File: config.mk
export PLATFORM = sky130hd
export DESIGN_NAME = quadrature_generator
export DESIGN_NICKNAME = d
export VERILOG_FILES = /design/src/rtl/quadrature_generator.sv
export SDC_FILE = /design/constraint.sdc
export NUM_CORES = 1
export LEC_CHECK = 0
export BUFFER_PORTS_ARGS = -buffer_cell sky130_fd_sc_hd__buf_2
export CORE_ASPECT_RATIO = 0.8
export CORE_MARGIN = 4
export CORE_UTILIZATION = 60
export DETAILED_ROUTE_END_ITERATION = 7
export PLACE_DENSITY = 0.8
export SLEW_MARGIN = 20
export SYNTH_ARGS = -nofsm -noshare
export SYNTH_HDL_FRONTEND = slang
export SYNTH_SLANG_ARGS = --single-unit
File: constraint.sdc
create_clock -name clk_12MHz -period 4.6 [get_ports clk_12MHz]
set_input_delay 0.69 -clock clk_12MHz [delete_from_list [all_inputs] [get_ports clk_12MHz]]
set_output_delay 0.69 -clock clk_12MHz [all_outputs]
set_load 0.01 [all_outputs]
File: src/rtl/quadrature_generator.sv
// Quadrature A/B/I generator: emits a signed number of counts at a programmable edge period.
// Optional build macro QUADGEN_CONTINUOUS_EN adds a `continuous` input that runs until abort.
module quadrature_generator #(
    parameter int CPR      = 2048,
    parameter int PERIOD_W = 16
) (
    input  logic                clk_12MHz,
    input  logic                reset,
    input  logic                start,
    input  logic [31:0]         steps,
    input  logic [PERIOD_W-1:0] period,
    input  logic                abort,
`ifdef QUADGEN_CONTINUOUS_EN
    input  logic                continuous,
`endif
    output logic                A,
    output logic                B,
    output logic                I,
    output logic                busy,
    output logic                done,
    output logic [31:0]         position
);

    localparam int IDX_W = (CPR > 1) ? $clog2(CPR) : 1;
    localparam logic [IDX_W-1:0] IDX_MAX = IDX_W'(CPR - 1);

    localparam logic [1:0] S_IDLE = 2'd0;
    localparam logic [1:0] S_RUN  = 2'd1;
    localparam logic [1:0] S_DONE = 2'd2;

    logic [1:0]          state;
    logic [31:0]         remaining;
    logic                dir;
    logic                cont;
    logic [PERIOD_W-1:0] per;
    logic [PERIOD_W-1:0] div;
    logic [1:0]          phase;
    logic [IDX_W-1:0]    index_cnt;

    logic                cont_in;
    logic                accept;
    logic                edge_now;
    logic                last_edge;
    logic [31:0]         steps_mag;
    logic [1:0]          next_phase;
    logic [IDX_W-1:0]    next_index;

`ifdef QUADGEN_CONTINUOUS_EN
    assign cont_in = continuous;
`else
    assign cont_in = 1'b0;
`endif

    assign accept    = (state == S_IDLE) && start && !abort;
    assign edge_now  = (state == S_RUN) && (div == per - PERIOD_W'(1));
    assign last_edge = edge_now && !cont && (remaining == 32'd1);
    // Plain two's-complement negate: 0x80000000 maps to itself, i.e. 2^31 counts.
    assign steps_mag = steps[31] ? (~steps + 32'd1) : steps;

    assign next_phase = dir ? (phase + 2'd1) : (phase - 2'd1);
    assign next_index = dir ? ((index_cnt == IDX_MAX) ? '0 : index_cnt + IDX_W'(1))
                            : ((index_cnt == '0) ? IDX_MAX : index_cnt - IDX_W'(1));

    assign busy = (state == S_RUN);
    assign done = (state == S_DONE);

    // NOTE: every register here is updated with non-blocking assignments so all
    // next-state terms above see the pre-edge values, regardless of statement order.
    always_ff @(posedge clk_12MHz or posedge reset) begin
        if (reset) begin
            state     <= S_IDLE;
            remaining <= '0;
            dir       <= 1'b1;
            cont      <= 1'b0;
            per       <= PERIOD_W'(1);
            div       <= '0;
            phase     <= 2'd0;
            index_cnt <= '0;
            A         <= 1'b0;
            B         <= 1'b0;
            I         <= 1'b1;
            position  <= '0;
        end else begin
            case (state)
                S_IDLE: begin
                    if (accept) begin
                        remaining <= steps_mag;
                        dir       <= ~steps[31];
                        cont      <= cont_in;
                        per       <= (period == '0) ? PERIOD_W'(1) : period;
                        div       <= '0;
                        state     <= ((steps == '0) && !cont_in) ? S_DONE : S_RUN;
                    end
                end
                S_RUN: begin
                    if (edge_now) begin
                        div       <= '0;
                        phase     <= next_phase;
                        // Gray-coded AB: phase 0..3 -> 00, 10, 11, 01.
                        A         <= next_phase[1] ^ next_phase[0];
                        B         <= next_phase[1];
                        index_cnt <= next_index;
                        I         <= (next_index == '0);
                        position  <= dir ? (position + 32'd1) : (position - 32'd1);
                        if (!cont) begin
                            remaining <= remaining - 32'd1;
                        end
                    end else begin
                        div <= div + PERIOD_W'(1);
                    end
                    // Abort wins over completion: the final edge still goes out, but no done pulse.
                    if (abort) begin
                        state <= S_IDLE;
                    end else if (last_edge) begin
                        state <= S_DONE;
                    end
                end
                S_DONE: begin
                    state <= S_IDLE;
                end
                default: begin
                    state <= S_IDLE;
                end
            endcase
        end
    end

endmodule
== Word level (Yosys, flattened, before mapping) ==
Cells that the tools add are included.
Operators by class
  bitwise gates (word level): 3
  div/mod/pow operators: 0
  mux-type cells: 18
  shift-type cells: 0
  add/subtract/negate cells: 10
  multiply operators: 0
  $lt $le $gt $ge: 0
  equal/unequal tests: 8
  reductions and logical operators: 16
Operator list (count)
  32-bit two-way mux: 4
  32-bit by 1-bit adder with 32-bit output (second input constant): 2
  32-bit case mux with 2 select lines: 1
  32-bit by 1-bit subtractor with 32-bit output (second input constant): 2
  16-bit two-way mux: 3
  11-bit two-way mux: 3
  32-bit by 1-bit equality test with 1-bit output (second input constant): 1
  32-bit zero test: 1
  32-bit inverter: 1
  16-bit case mux with 2 select lines: 1
  11-bit zero test: 2
  16-bit by 1-bit adder with 16-bit output (second input constant): 1
  16-bit equality test: 1
  16-bit zero test: 1
  16-bit by 1-bit subtractor with 16-bit output (second input constant): 1
  11-bit by 1-bit adder with 11-bit output (second input constant): 1
  11-bit equality test (second input constant): 1
  11-bit by 1-bit subtractor with 11-bit output (second input constant): 1
  2-bit two-way mux: 5
  2-bit AND reduction: 4
  1-bit logical AND: 4
  2-bit case mux with 2 select lines: 1
  3-bit by 2-bit != test with 1-bit output (second input constant): 1
  3-bit AND reduction: 1
  11 further kinds: 11
Storage, ports and cells
  latch bits: 0
  word-level logic and storage cells: 66
  memories: 0
  RAM bits: 0
  ROM bits: 0
  input bits: 52
  flip-flop bits (word level): 115

== Depth between registers and ports, before layout ==
  depth after elaboration: 7
  mapped depth: 15
  mapped depth without buffers: 11

== Least setup slack after synthesis ==
Ideal clock, no wire load.
  path type: register -> register
  start point: register dir
  end point: register position[28]
  cell stages (with the launch flop): 13
  data arrival time: 3476 ps
  data required time: 4475 ps
  buffers on the path: 1
  setup slack: 999 ps
  cells stage by stage: dfstp_2 > clkbuf_1 > inv_1 > fa_1 > a21oi_1 > o221ai_1 > o2111ai_1 > a311oi_1 > a221oi_1 > o31ai_1 > a21oi_1 > xnor2_1 > mux2_2
Between the ends
  cells in the longest elaborated chain, start to end: 1
RTL lines
  start: declaration: line 33  | logic dir;
  start signal: assignment: line 88  | dir <= ~steps[31];
  32-bit two-way mux: line 104  | position <= dir ? (position + 32'd1) : (position - 32'd1);
  end signal: assignment: line 104
  end: declaration: line 21  | output logic [31:0] position
Every way passes these cells.
A chain may end at the register's enable or synchronous reset.

== Final worst setup path ==
Ends and elaborated chain as after synthesis.

==> key figures <==
Status
  • Run status: finished, final reports clean

Clock network
  • CTS tree: built
  • H-tree levels: 4
  • # Post-CTS Setup Buffers: 0
  • Hold bufs inserted after CTS: 0
  • Worst-path clk slew: 0.06 ns
  • Cts bufs inserted: 17
  • TritonCTS Sinks: 114
  • Post_cts resized: 0
  • Maximum buffer depth of the clock tree: 2
  • Clk_lat worst skew: 0.42 ns
  • Clock root cell: clkbuf_16

Timing
  • Slew Limit Fails: 0
  • Layout Skew: 0.00706 ns
  • Slew of the pin with the lowest slew margin: 0.990 ns
  • Tcrit/Tclk final: 85.8%
  • Fin crit period: 3.94 ns
  • FMAX: 0.254 GHz
  • RSZ-0062 raised after global routing: no
  • Final hold slack: 0.401 ns
  • Max-Slew Margin vs Limit: 33.8%
  • Final setup vio count: 0
  • Sum Neg Setup Slack: 0 ns
  • Final count of hold timing violations: 0

Global routing
  • Initial antenna violation count: 0
  • Global-route wire length before repair: 36.7 mm
  • Largest net degree at the start of global routing: 77
  • Vias in the first global route: 7533
  • GRT Util Overall: 27.2%
  • Gr ovfl total: 0

Pwr
  • Seq pwr share: 35.6%
  • NetSw: 1.30 mW
  • Switching Fraction: 33.2%
  • P per Cell Area: 399 mW/mm^2
  • Peak supply drop: 274 uV
  • Clock power share: 38.6%
  • Gate power share: 25.8%
  • Pleak: 4.38 nW
  • Int Power: 2.60 mW

Layout
  • Fill count: 1093
  • Layout Nets: 1193
  • Final instance area: 0.00978 mm^2
  • Layout cells sized above 1: 14.7%
  • Synth-to-Final Area Change: 13.4%
  • Diodes inserted: 0
  • Utilization after layout: 70.7%

Floorplanning
  • Die width: 142 um
  • Row count: 38
  • Starting Density: 62.3%
  • Core area: 0.0138 mm^2
  • Die area: 0.0164 mm^2
  • Ports: 89
  • Die Height: 115 um

Detailed routing
  • Residual DRC: 0
  • Top layer in use: met4
  • DR pass1 iterations: 5
  • Vias per inst: 6.26
  • DR vias: 8112
  • Met2 Wirelength: 9.65 mm
  • Met3 wire len: 1.54 mm
  • DRT met1 WL: 10.3 mm
  • WL/cell: 16.9 um
  • Post-route antenna net violation count: 0
  • Initial DRC count: 661
  • Post-Route WL: 21.9 mm

Logic synthesis
  • Yosys cell types: 71
  • Top post-synthesis cells by area: dfrtp_1, o21ai_0, xnor2_1, ha_1, a21oi_1
  • Syn_area_per_cell: 8.25 um^2
  • Post-synth top area share: 32.2%
  • Asr flop ratio synth: 100%
  • Register area share after synthesis: 33.1%
  • EDFF count, synth: 0
  • Warnings, synthesis: 0
  • Top FF cell, synth: dfrtp_1
  • Most frequent cell after synthesis: o21ai_0
  • Top post-synthesis cells by count: o21ai_0, dfrtp_1, nand2_1
  • Cells after Synth: 1045
  • Post-synth top area cell: dfrtp_1
  • Synth Net Count: 1136
  • Flops & latches, synth: 114
  • Post-synthesis cell area: 0.00862 mm^2

Placement
  • Area after DPL: 0.00912 mm^2
  • Estimated wirelength of the detail-placed design: 15.1 mm
  • GP Congestion: 0.948
  • PortBufs: 88

Worst setup path
  • Critical Path RT: 4.91 ns
  • CP Launch Type: flip-flop
  • Crit Path Category: flip-flop to flip-flop
  • Worst path arrival time: 4.25 ns
  • CP max FO: 22
  • R2r worst-path depth: 11
  • Crit end category: flip-flop

Min path
  • Min-delay worst type: input port to async pin

Flow run
  • Max-cap violations: 0
[layout make-up]
type                       count  area (um^2)  share of cell area [%]
timing repair buffer          98          515                    5.27
sequential                   114         2860                    29.2
clock inverter                10          205                    2.10
inverter                      26          100                    1.02
multi-input combinational    845         5420                    55.4
tap                          180          225                    2.30
clock buffer                  22          454                    4.65
[worst max-delay path: stages (launching register included)]
cell,delay (ns)
dfstp_2,0.78
inv_1,0.42
fa_1,0.54
a21oi_1,0.19
o221ai_1,0.24
o2111ai_1,0.25
a311oi_1,0.15
a221oi_1,0.58
o31ai_1,0.16
a21oi_1,0.19
xnor2_1,0.08
mux2_2,0.26
[state kept, by name, summed over array words and instances (netlist names)]
| name | cells |
|---|---|
| position | 32 |
| remaining | 32 |
| div | 16 |
| per | 16 |
| index_cnt | 11 |
| state | 2 |
| A | 1 |
| B | 1 |
| I | 1 |
| dir | 1 |
| phase | 1 |
[through the flow]
step	instances	power, mW	worst slack (ns)
finish	1295	3.90	0.655
global route	1295	4.10	0.347
CTS	1295	3.89	0.717
detailed placement	1263	2.38	0.734
global placement	1263	2.35	0.850
floorplan	1045	2.12	0.899
[cell families after synthesis]
logic type | Yosys count | share of synthesized area, %
AND/OR/NAND/NOR | 360 | 21.2
AO/OA/AOI/OAI | 320 | 22.3
flip-flops | 114 | 33.1
XOR/XNOR | 100 | 10.2
buffers and inverters | 86 | 4.11
adder cells (fa/ha/maj) | 39 | 5.75
multiplexers | 26 | 3.38
[power groups by stage]
stage                     registers, mW  clock network, mW  logic (mW)
final                              1.39               1.50        1.01
after global routing               1.41               1.56        1.13
after CTS                          1.38               1.51       0.998
after detailed placement           1.39                  0       0.982
after global placement             1.39                  0       0.962
after floorplan                    1.31                  0       0.806
[routing by layer]
metal	global-route usage [%]	up-vias
met4	6.65	0
met1	39.7	3815
met2	41.1	299
met3	6.49	41
met5	0	-
li1	-	3957
[worst paths after layout]
path	start	endpoint	slack, ns
worst max-delay path	dir	position[28]	0.66
worst min-delay path	reset	index_cnt[6]	0.40
worst max register to register	dir	position[28]	0.66
worst min register to register	position[31]	position[31]	0.48
max in group asynchronous	reset	remaining[26]	3.30
min in group clk_12MHz	abort	state[1]	0.47
[placed cells by master (no fill, tap or decap), types with 6 or more instances in the layout]
cell / n
a21o_1: 22
a21oi_1: 81
and3_1: 18
buf_2: 88
buf_4: 10
bufinv_16: 6
clkbuf_16: 17
dfrtp_1: 111
ha_1: 38
inv_1: 24
mux2_2: 25
nand2_1: 89
nand2b_1: 15
nand3_1: 43
nand4_1: 16
nor2_1: 68
nor3_1: 31
nor4_1: 25
o21ai_0: 114
o21ai_1: 13
o22ai_1: 9
o31ai_1: 16
o41ai_1: 6
or3_1: 16
or4_1: 11
xnor2_1: 58
xor2_1: 42
No activity file was read; power rests on OpenSTA's default activity.
